===== config.mk =====
export PLATFORM = sky130hd
export DESIGN_NAME = imm_skid_stage
export DESIGN_NICKNAME = d
export VERILOG_FILES = /design/src/rtl/imm_pkg.sv /design/src/rtl/imm_gen.sv /design/src/rtl/imm_skid_stage.sv
export SDC_FILE = /design/constraint.sdc
export NUM_CORES = 1
export LEC_CHECK = 0
export BUFFER_PORTS_ARGS = -buffer_cell sky130_fd_sc_hd__buf_4
export CORE_MARGIN = 2
export CORE_UTILIZATION = 52
export CTS_BUF_LIST = sky130_fd_sc_hd__clkbuf_4 sky130_fd_sc_hd__clkbuf_8
export DETAILED_ROUTE_END_ITERATION = 10
export PLACE_DENSITY = 0.88
export SYNTH_ARGS = -nofsm -noshare
export SYNTH_HDL_FRONTEND = slang
export SYNTH_SLANG_ARGS = --single-unit

===== constraint.sdc =====
create_clock -name clk -period 1.6 [get_ports clk]
set_clock_uncertainty 0.2 [all_clocks]
set_input_delay 0.32 -clock clk [delete_from_list [all_inputs] [get_ports clk]]
set_output_delay 0.32 -clock clk [all_outputs]
set_load 0.01 [all_outputs]

===== src/rtl/imm_pkg.sv =====
// ============================================================================
// Module      : imm_pkg
// Description : Shared types and constants for the registered immediate
//               generation stage: immediate format codes, the buffered entry
//               record and the set of supported datapath widths.
// Options     : IMM_CSR_ZIMM_EN (consumed by imm_gen) enables the IMM_Z
//               (CSR zimm) format code.
// Revision    : 1.0 - initial release
// ============================================================================
`default_nettype none

package imm_pkg;

  // Immediate format selector carried alongside each decoded instruction.
  typedef enum logic [2:0] {
    IMM_I = 3'b000,
    IMM_S = 3'b001,
    IMM_B = 3'b010,
    IMM_U = 3'b011,
    IMM_J = 3'b100,
    IMM_Z = 3'b101
  } immsrc_e;

  // Instruction width is architecturally fixed.
  localparam int IMM_IW = 32;

  // Supported datapath widths.
  localparam int IMM_W_RV32 = 32;
  localparam int IMM_W_RV64 = 64;
  localparam int IMM_W_MAX  = IMM_W_RV64;

  // One buffered entry. The immediate field is sized for the widest
  // datapath; narrower builds keep the value sign-extended into it and
  // present only the low W bits.
  typedef struct packed {
    logic [IMM_W_MAX-1:0] imm;
    logic [IMM_IW-1:0]    instr;
    logic                 illegal;
  } imm_entry_t;

  // True when w is one of the supported datapath widths.
  function automatic bit imm_w_legal(input int w);
    return (w == IMM_W_RV32) || (w == IMM_W_RV64);
  endfunction

endpackage : imm_pkg

`default_nettype wire


===== src/rtl/imm_gen.sv =====
// ============================================================================
// Module      : imm_gen
// Description : Purely combinational immediate extractor. Decodes the
//               immediate field of a 32-bit instruction according to the
//               format code and sign-extends it to W bits. Unsupported
//               codes return zero and raise illegal.
// Options     : IMM_CSR_ZIMM_EN - when defined, code 101 (IMM_Z) returns
//               instr[19:15] zero-extended; otherwise 101 is illegal.
// Ports       : instr   [31:0]  in   raw instruction
//               immsrc  [2:0]   in   immediate format code
//               imm     [W-1:0] out  extended immediate
//               illegal         out  format code not supported
// Revision    : 1.0 - initial release
// ============================================================================
`default_nettype none

module imm_gen
  import imm_pkg::*;
#(
  parameter int W = 32
) (
  input  logic [IMM_IW-1:0] instr,
  input  logic [2:0]        immsrc,
  output logic [W-1:0]      imm,
  output logic              illegal
);

  // Every format fits in 32 bits with bit 31 as the extension bit, so the
  // decode is done once at 32 bits and widened afterwards.
  logic [31:0] w_imm32;
  logic        w_sign;

  // Opcode bits never contribute to an immediate.
  logic w_unused_opcode;
  assign w_unused_opcode = ^instr[6:0];

  assign w_sign = instr[31];

  always_comb begin
    w_imm32 = 32'b0;
    illegal = 1'b0;
    case (immsrc_e'(immsrc))
      IMM_I: w_imm32 = {{20{w_sign}}, instr[31:20]};
      IMM_S: w_imm32 = {{20{w_sign}}, instr[31:25], instr[11:7]};
      IMM_B: w_imm32 = {{19{w_sign}}, instr[31], instr[7], instr[30:25],
                        instr[11:8], 1'b0};
      IMM_U: w_imm32 = {instr[31:12], 12'b0};
      IMM_J: w_imm32 = {{11{w_sign}}, instr[31], instr[19:12], instr[20],
                        instr[30:21], 1'b0};
`ifdef IMM_CSR_ZIMM_EN
      // zimm is unsigned; bit 31 of the 32-bit form is 0, so the common
      // sign-extension below yields zero-extension.
      IMM_Z: w_imm32 = {27'b0, instr[19:15]};
`endif
      default: begin
        w_imm32 = 32'b0;
        illegal = 1'b1;
      end
    endcase
  end

  // Widen to the datapath. For RV64 the U-type upper bits copy bit 31 like
  // every other signed format.
  if (W > 32) begin : g_wide
    assign imm = {{(W-32){w_imm32[31]}}, w_imm32};
  end else begin : g_narrow
    assign imm = w_imm32;
  end

endmodule : imm_gen

`default_nettype wire


===== src/rtl/imm_skid_stage.sv =====
// ============================================================================
// Module      : imm_skid_stage
// Description : Registered immediate-generation stage. Extends the
//               immediate of each accepted instruction and buffers
//               {imm, instr, illegal} in a two-entry valid/ready skid
//               buffer (main register drives the outputs, skid register
//               absorbs one entry of backpressure). Order is strictly FIFO;
//               flush empties both entries.
// Options     : IMM_CSR_ZIMM_EN - enables the CSR zimm format (see imm_gen).
// Parameters  : W  - datapath width, 32 or 64
//               IW - instruction width, must be 32
// Ports       : clk, rst_n (async active-low), flush (sync drop-all)
//               in_valid/in_ready/in_instr/in_immsrc    upstream side
//               out_valid/out_ready/out_imm/out_instr/
//               out_illegal                             downstream side
// Revision    : 1.0 - initial release
// ============================================================================
`default_nettype none

module imm_skid_stage
  import imm_pkg::*;
#(
  parameter int W  = 32,
  parameter int IW = 32
) (
  input  logic          clk,
  input  logic          rst_n,
  input  logic          flush,
  input  logic          in_valid,
  output logic          in_ready,
  input  logic [IW-1:0] in_instr,
  input  logic [2:0]    in_immsrc,
  output logic          out_valid,
  input  logic          out_ready,
  output logic [W-1:0]  out_imm,
  output logic [IW-1:0] out_instr,
  output logic          out_illegal
);

  // --------------------------------------------------------------------------
  // Elaboration-time parameter checks
  // --------------------------------------------------------------------------
  if (!imm_w_legal(W)) begin : g_bad_w
    $error("imm_skid_stage: W must be 32 or 64");
  end
  if (IW != IMM_IW) begin : g_bad_iw
    $error("imm_skid_stage: IW must be 32");
  end

  // --------------------------------------------------------------------------
  // Immediate extraction for the incoming instruction
  // --------------------------------------------------------------------------
  logic [W-1:0] w_gen_imm;
  logic         w_gen_illegal;
  imm_entry_t   w_new_entry;

  imm_gen #(
    .W (W)
  ) u_imm_gen (
    .instr   (in_instr),
    .immsrc  (in_immsrc),
    .imm     (w_gen_imm),
    .illegal (w_gen_illegal)
  );

  // Stored immediates are kept sign-extended to the widest form.
  if (W < IMM_W_MAX) begin : g_pad_imm
    assign w_new_entry.imm = {{(IMM_W_MAX-W){w_gen_imm[W-1]}}, w_gen_imm};
  end else begin : g_full_imm
    assign w_new_entry.imm = w_gen_imm;
  end
  assign w_new_entry.instr   = in_instr;
  assign w_new_entry.illegal = w_gen_illegal;

  // --------------------------------------------------------------------------
  // Buffer state
  // --------------------------------------------------------------------------
  logic       main_valid_q, main_valid_d;
  logic       skid_valid_q, skid_valid_d;
  imm_entry_t main_q, main_d;
  imm_entry_t skid_q, skid_d;

  logic w_accept;
  logic w_xfer;

  // in_ready depends on registered state only, so there is no
  // combinational path from out_ready back upstream.
  assign in_ready = !skid_valid_q;
  assign w_accept = in_valid && in_ready;
  assign w_xfer   = main_valid_q && out_ready;

  always_comb begin
    main_valid_d = main_valid_q;
    skid_valid_d = skid_valid_q;
    main_d       = main_q;
    skid_d       = skid_q;

    if (flush) begin
      // Drops both entries and any same-cycle accept. Payloads hold.
      main_valid_d = 1'b0;
      skid_valid_d = 1'b0;
    end else if (!main_valid_q) begin
      // Skid is never occupied while main is empty.
      if (w_accept) begin
        main_d       = w_new_entry;
        main_valid_d = 1'b1;
      end
    end else if (w_xfer) begin
      if (skid_valid_q) begin
        // in_ready is low here, so no accept can collide with the move.
        main_d       = skid_q;
        skid_valid_d = 1'b0;
      end else if (w_accept) begin
        // Pass-through: new entry replaces the departing one directly.
        main_d = w_new_entry;
      end else begin
        main_valid_d = 1'b0;
      end
    end else if (w_accept) begin
      // Main stalled: park the new entry in skid; in_ready drops next cycle.
      skid_d       = w_new_entry;
      skid_valid_d = 1'b1;
    end
  end

  always_ff @(posedge clk or negedge rst_n) begin
    if (!rst_n) begin
      main_valid_q <= 1'b0;
      skid_valid_q <= 1'b0;
      main_q       <= '0;
      skid_q       <= '0;
    end else begin
      main_valid_q <= main_valid_d;
      skid_valid_q <= skid_valid_d;
      main_q       <= main_d;
      skid_q       <= skid_d;
    end
  end

  // --------------------------------------------------------------------------
  // Outputs
  // --------------------------------------------------------------------------
  assign out_valid   = main_valid_q;
  assign out_imm     = main_q.imm[W-1:0];
  assign out_instr   = main_q.instr;
  assign out_illegal = main_q.illegal;

  // Upper immediate bits of the stored entry are not presented on
  // narrow builds.
  if (W < IMM_W_MAX) begin : g_unused_hi
    logic w_unused_imm_hi;
    assign w_unused_imm_hi = ^main_q.imm[IMM_W_MAX-1:W];
  end

endmodule : imm_skid_stage

`default_nettype wire


-- After elaboration in Yosys (flattened, before gate mapping)
Cells that the tools add are included.
- RAM bits: 0
- output and inout bits: 67
- bits in read-only memories: 0
- bits in latches: 0
- input bits: 40
- memories: 0
- register bits after elaboration: 164
- word-level logic and storage cells: 40
- eq/ne operators: 5
- $add $sub $neg: 0
- bitwise operators: 2
- multiply operators: 0
- shift operators: 0
- multiplexer cells: 15
- div/mod/pow operators: 0
- $lt $le $gt $ge: 0
- reductions and logical operators: 10
- operator list (cell ; number):
    $mux 97 ; 4
    $pmux 32 s5 ; 1
    $mux 1 ; 10
    $eq 3x2->1 const B ; 2
    $reduce_or 5->1 ; 1
    $reduce_and 2->1 ; 2
    $reduce_and 4->1 ; 1
    $eq 3x1->1 const B ; 1
    $eq 3x3->1 const B ; 1
    $logic_not 3->1 ; 1
    $reduce_bool 3->1 ; 1
    $logic_and 1x1->1 ; 2
    $ne 2x1->1 const B ; 1
    $not 1->1 ; 2
    $reduce_bool 2->1 ; 1
    $logic_not 1->1 ; 1

-- Depth between registers and ports, before layout
- depth after elaboration: 7
- gate-level depth with buffers: 7
- depth with buffers taken out: 4

-- Hierarchy
Synthesis repeated with hierarchy kept, for this count alone.
- cells, all modules: 471
- area, all modules: 6117.1 µm²
- modules (own cells, without submodules) (module ; sequential area each (µm²) ; cells an instance ; times used ; area each (µm²)):
    imm_skid_stage ; 3303.2 ; 374 ; 1 ; 5585.4
    imm_gen ; 0.0 ; 97 ; 1 ; 531.8

-- Least setup slack after synthesis
Ideal clock, no wire load.
- path type: register -> register
- start point: reg main_valid_q (netlist: out_valid)
- end point: reg skid_q[62] (netlist name)
- library setup time: 0.129 ns
- period minus slack after synthesis: 1.759 ns
- path slack: -0.159 ns
- stages on the path, launching flop included: 7
- data required time: 1.271 ns
- data arrival time: 1.431 ns
- buffers on the path: 2
- path through: dfrtp_1 -> nand2b_1 -> or3_1 -> clkbuf_1 -> buf_6 -> a21oi_4 -> a21oi_1
- word-level cells in the longest chain between the ends: 3
- ends and longest elaborated chain (what ; RTL line ; text):
    start, declared ; imm_skid_stage.sv:78 ; logic main_valid_q, main_valid_d;
    start signal, assigned ; imm_skid_stage.sv:133 ; main_valid_q <= main_valid_d;
    $logic_and 1x1->1 ; imm_skid_stage.sv:90 ; assign w_xfer = main_valid_q && out_ready;
    $not 1->1 (no source line) ; n/a ;
    $reduce_and 4->1 (no source line) * ; n/a ;
    end signal, assigned ; imm_skid_stage.sv:136 ; skid_q <= skid_d;
    end, declared ; imm_skid_stage.sv:81 ; imm_entry_t skid_q, skid_d;
Mark *: on every way between the ends. The rest lies on a longest branch, timed or not.
A chain may end at the register's enable or synchronous reset.

-- Worst setup path in the final report
- start point: reg skid_valid_q
- end point: reg skid_q[54] (netlist name)
- word-level cells in the longest chain between the ends: 3
- ends and longest elaborated chain (what ; RTL line ; text):
    start, declared ; imm_skid_stage.sv:79 ; logic skid_valid_q, skid_valid_d;
    start signal, assigned ; imm_skid_stage.sv:134 ; skid_valid_q <= skid_valid_d;
    $logic_not 1->1 ; imm_skid_stage.sv:88 ; assign in_ready = !skid_valid_q;
    $logic_and 1x1->1 ; imm_skid_stage.sv:89 ; assign w_accept = in_valid && in_ready;
    $reduce_and 4->1 (no source line) ; n/a ;
Every way passes these cells.

==> summary.md <==
| Metric | Value |
|---|---|
| MaxCap Viol Count | `0` |
| Area taken by multi-input logic gates | `0.002840 mm²` |
| I/O Pins | `107` |
| Mean Syn Cell Area | `between 9 and 10 µm²` |
| I/O Buffers | `106` |
| Detailed Route Iter0 Violations | `1022` |
| Slew HR | `0.5447` |
| Yosys warning total | `0` |
| Placer Congestion | `0.8751` |
| Average wire per standard cell | `27.85 µm` |
| Most frequent cells in the layout | `buf_4 (134), dfrtp_1 (131), nand2_1 (65), a21oi_1 (52), o22ai_1 (48)` |
| Initial antenna violation count | `0` |
| Data required, critical path | `between 1.5 and 2 ns` |
| Final count of negative-setup-slack endpoints | `134` |
| Hold WC Path Type | `input port to flip-flop` |
| Tot Pwr | `around 11000 µW` |
| Outcome | `complete, but fails checks` |
| Vias in the first global route | `a little under 6000` |
| Worst hold stages | `3` |
| Hold Path Origin | `in_instr[31]` |
| Fin. Hold Viols | `0` |
| Fin Hold WS | `0.03748 ns` |
| Unique masters post-synth | `31` |
| Post-synth EDFFs | `0` |
| TritonCTS Sinks | `between 100 and 150` |
| CTS tree | `built` |
| Non-Filler Instances | `940` |
| Period utilization | `1.215` |
| Worst path slowest cell | `or3_4` |
| Final ANT Viol Nets | `0` |
| Final WS setup | `-0.3435 ns` |
| Total track usage | `0.3604` |
| Die Width | `108.2 µm` |
| CTS root buf | `clkbuf_8` |
| Asr flop ratio synth | `1.000` |
| CP peak stage delay | `a little over 0.4 ns` |
| DR vias | `6529` |
| Max VDD drop | `1.120 mV` |
| Syn Inst Count | `604` |
| Initial Util | `0.5281` |
| Reg2Reg Depth | `5` |
| Failing checks | `setup timing` |
| Register area | `0.003304 mm²` |
| Largest net degree at the start of global routing | `between 80 and 90` |
| Num CTS Buffers | `17` |
| Final nets | `a little over 800` |
| P_leak | `0.003944 µW` |
| Routed wire length | `approximately 26000 µm` |
| Drt via density | `slightly below 7` |
| Pre-Repair DR Iteration Count | `8` |
| Syn Nets | `around 640` |
| Remaining DRCs | `0` |
| Critical path endpoint category | `flip-flop` |
| Die Y | `108.2 µm` |
| Synthesized area | `0.005649 mm²` |
| RSZ-0062 raised after global routing | `true` |
| Die ar. | `0.01171 mm²` |
| Seq/Total Area, Yosys | `0.5847` |
| Max Fanout on Critical Path | `5` |
| Startpoint Class | `flip-flop` |
| CP Class | `flip-flop to flip-flop` |
| First-pass GRT wire length | `31640 µm` |
| Beginning of the critical path | `skid_valid_q$_DFFE_PN0P_` |
| Total power per unit cell area | `between 1000 and 1500 mW/mm²` |
| Tmin final | `between 1.5 and 2 ns` |
| CTS Buffer Depth | `2` |
| Slew Limit Fails | `0` |
| Diode count | `0` |
| Clock transition at the registers of the reported paths | `0.07 ns` |
| Area growth from synthesis to layout | `59.80%` |
| Critical Path, Cell by Cell | `nand2b_4 > or3_4 > buf_12 > a21oi_4 > a21oi_2` |
| Achievable Freq | `514.5 MHz` |
| Dpl cells | `837` |
| Leading cell type in the layout, fill and taps excluded | `buf_4` |
| Measured slew at the worst slew-check pin | `0.6778 ns` |
| RR Startpoint | `skid_valid_q$_DFFE_PN0P_` |
| HPWL Detailed | `10330 µm` |
| Clk_lat worst skew | `0.47 ns` |
| Share of post-route cells with drive strength above 1 | `0.4600` |
| Ys flop type | `dfrtp_1` |
| H-tree levels | `4` |
| Core area | `between 0.01 and 0.015 mm²` |
| Rows | `38` |
| Crit path DAT | `2.06 ns` |
| GRT Residual Overflow | `0` |
| FILL cells | `approximately 460` |
| Register bit total from synthesis | `132` |
==> stage by stage <==
stage / util / instance area (µm²) / worst slack (ns) / TNS, ns
after global routing: 0.8439 / 9027 / -0.3470 / -28.29
after floorplan: - / 5766 / -0.1008 / -4.814
after global placement: 0.6443 / 6893 / -0.2359 / -18.12
after CTS: 0.7688 / 8224 / -0.1793 / -14.38
after detailed placement: 0.6443 / 6893 / -0.2898 / -22.68
final: 0.8439 / 9027 / -0.3435 / -25.73
==> what timing repair did <==
action | CTS | global route
buffers inserted | 8 | 8
setup endpoints to repair | 132 | 132
endpoints found under the hold margin | 184 | 0
gates cloned | 13 | 16
pin swaps | 43 | 65
gates resized for setup | 75 | 145
hold buffers | 35 | 0
==> final timing paths <==
kind | end | slack, ns
max | skid_q[54]$_DFFE_PN0P_ | -0.34
min | skid_q[64]$_DFFE_PN0P_ | 0.04
max reg2reg | skid_q[54]$_DFFE_PN0P_ | -0.34
min reg2reg | skid_q[30]$_DFFE_PN0P_ | 0.30
max in group asynchronous | skid_q[47]$_DFFE_PN0P_ | 0.59
min in group asynchronous | out_instr[24]$_DFFE_PN0P_ | 0.19
==> layer usage <==
metal / up-vias / share of wire / GRT usage
met3: 248 / 0.12 / 0.09222
met1: 3078 / 0.33 / 0.4591
met5: - / 0.0016 / 0
li1: 2496 / - / -
met4: 2 / 0.089 / 0.1621
met2: 705 / 0.46 / 0.5845
==> power breakdown <==
group          leakage (µW)  switching [µW]  internal [µW]
registers           0.00158             786           4070
logic               0.00216            1570           1490
clock network      0.000198            1370           1480
==> cell families (layout without fill, tap and decap cells) <==
family / count (synthesis) / after routing / synth area share
buffers and inverters: 53 / 248 / 0.04385
AOI/OAI and AO/OA: 202 / 203 / 0.2115
muxes: 1 / 1 / 0.001772
DFF: 132 / 132 / 0.5847
and+or+nand+nor: 216 / 216 / 0.1581
==> sequential cells by signal, summed over array words and instances, names as in the netlist <==
signal,count
skid_valid_q,1
out_illegal,1
out_instr,32
out_valid,1
skid_q,65
out_imm,32
==> cell usage after synthesis, types with 2 or more instances <==
cell / count / area share
nand2_1: 142 / 0.094
dfrtp_1: 132 / 0.58
a21oi_1: 79 / 0.070
o22ai_1: 51 / 0.056
nor2_1: 49 / 0.033
a31oi_1: 24 / 0.027
clkbuf_1: 22 / 0.015
o21ai_0: 22 / 0.019
buf_2: 20 / 0.018
o32ai_1: 13 / 0.020
o21a_1: 8 / 0.011
nand2b_1: 7 / 0.0078
buf_4: 4 / 0.0053
nand3b_1: 4 / 0.0053
nor2b_1: 4 / 0.0044
buf_1: 3 / 0.0020
nor3_1: 3 / 0.0027
inv_1: 2 / 0.0013
o21ai_1: 2 / 0.0018
or3_1: 2 / 0.0022
==> worst max-delay path, delay by kind of cell, from the launching register on <==
kind	cells	cell delay (ns)
AO/OA/AOI/OAI	2	0.45
flip-flops	1	0.39
buffers and inverters	1	0.18
AND/OR/NAND/NOR	2	0.58
==> final cells by class <==
class | count | area share
sequential | 132 | 0.3660
multi-input combinational | 420 | 0.3146
timing repair buffer | 215 | 0.2564
clock buffer | 21 | 0.03063
tap | 140 | 0.01940
clock inverter | 10 | 0.01206
inverter | 2 | 0.0008316
Power figures use the tool's default switching activity.
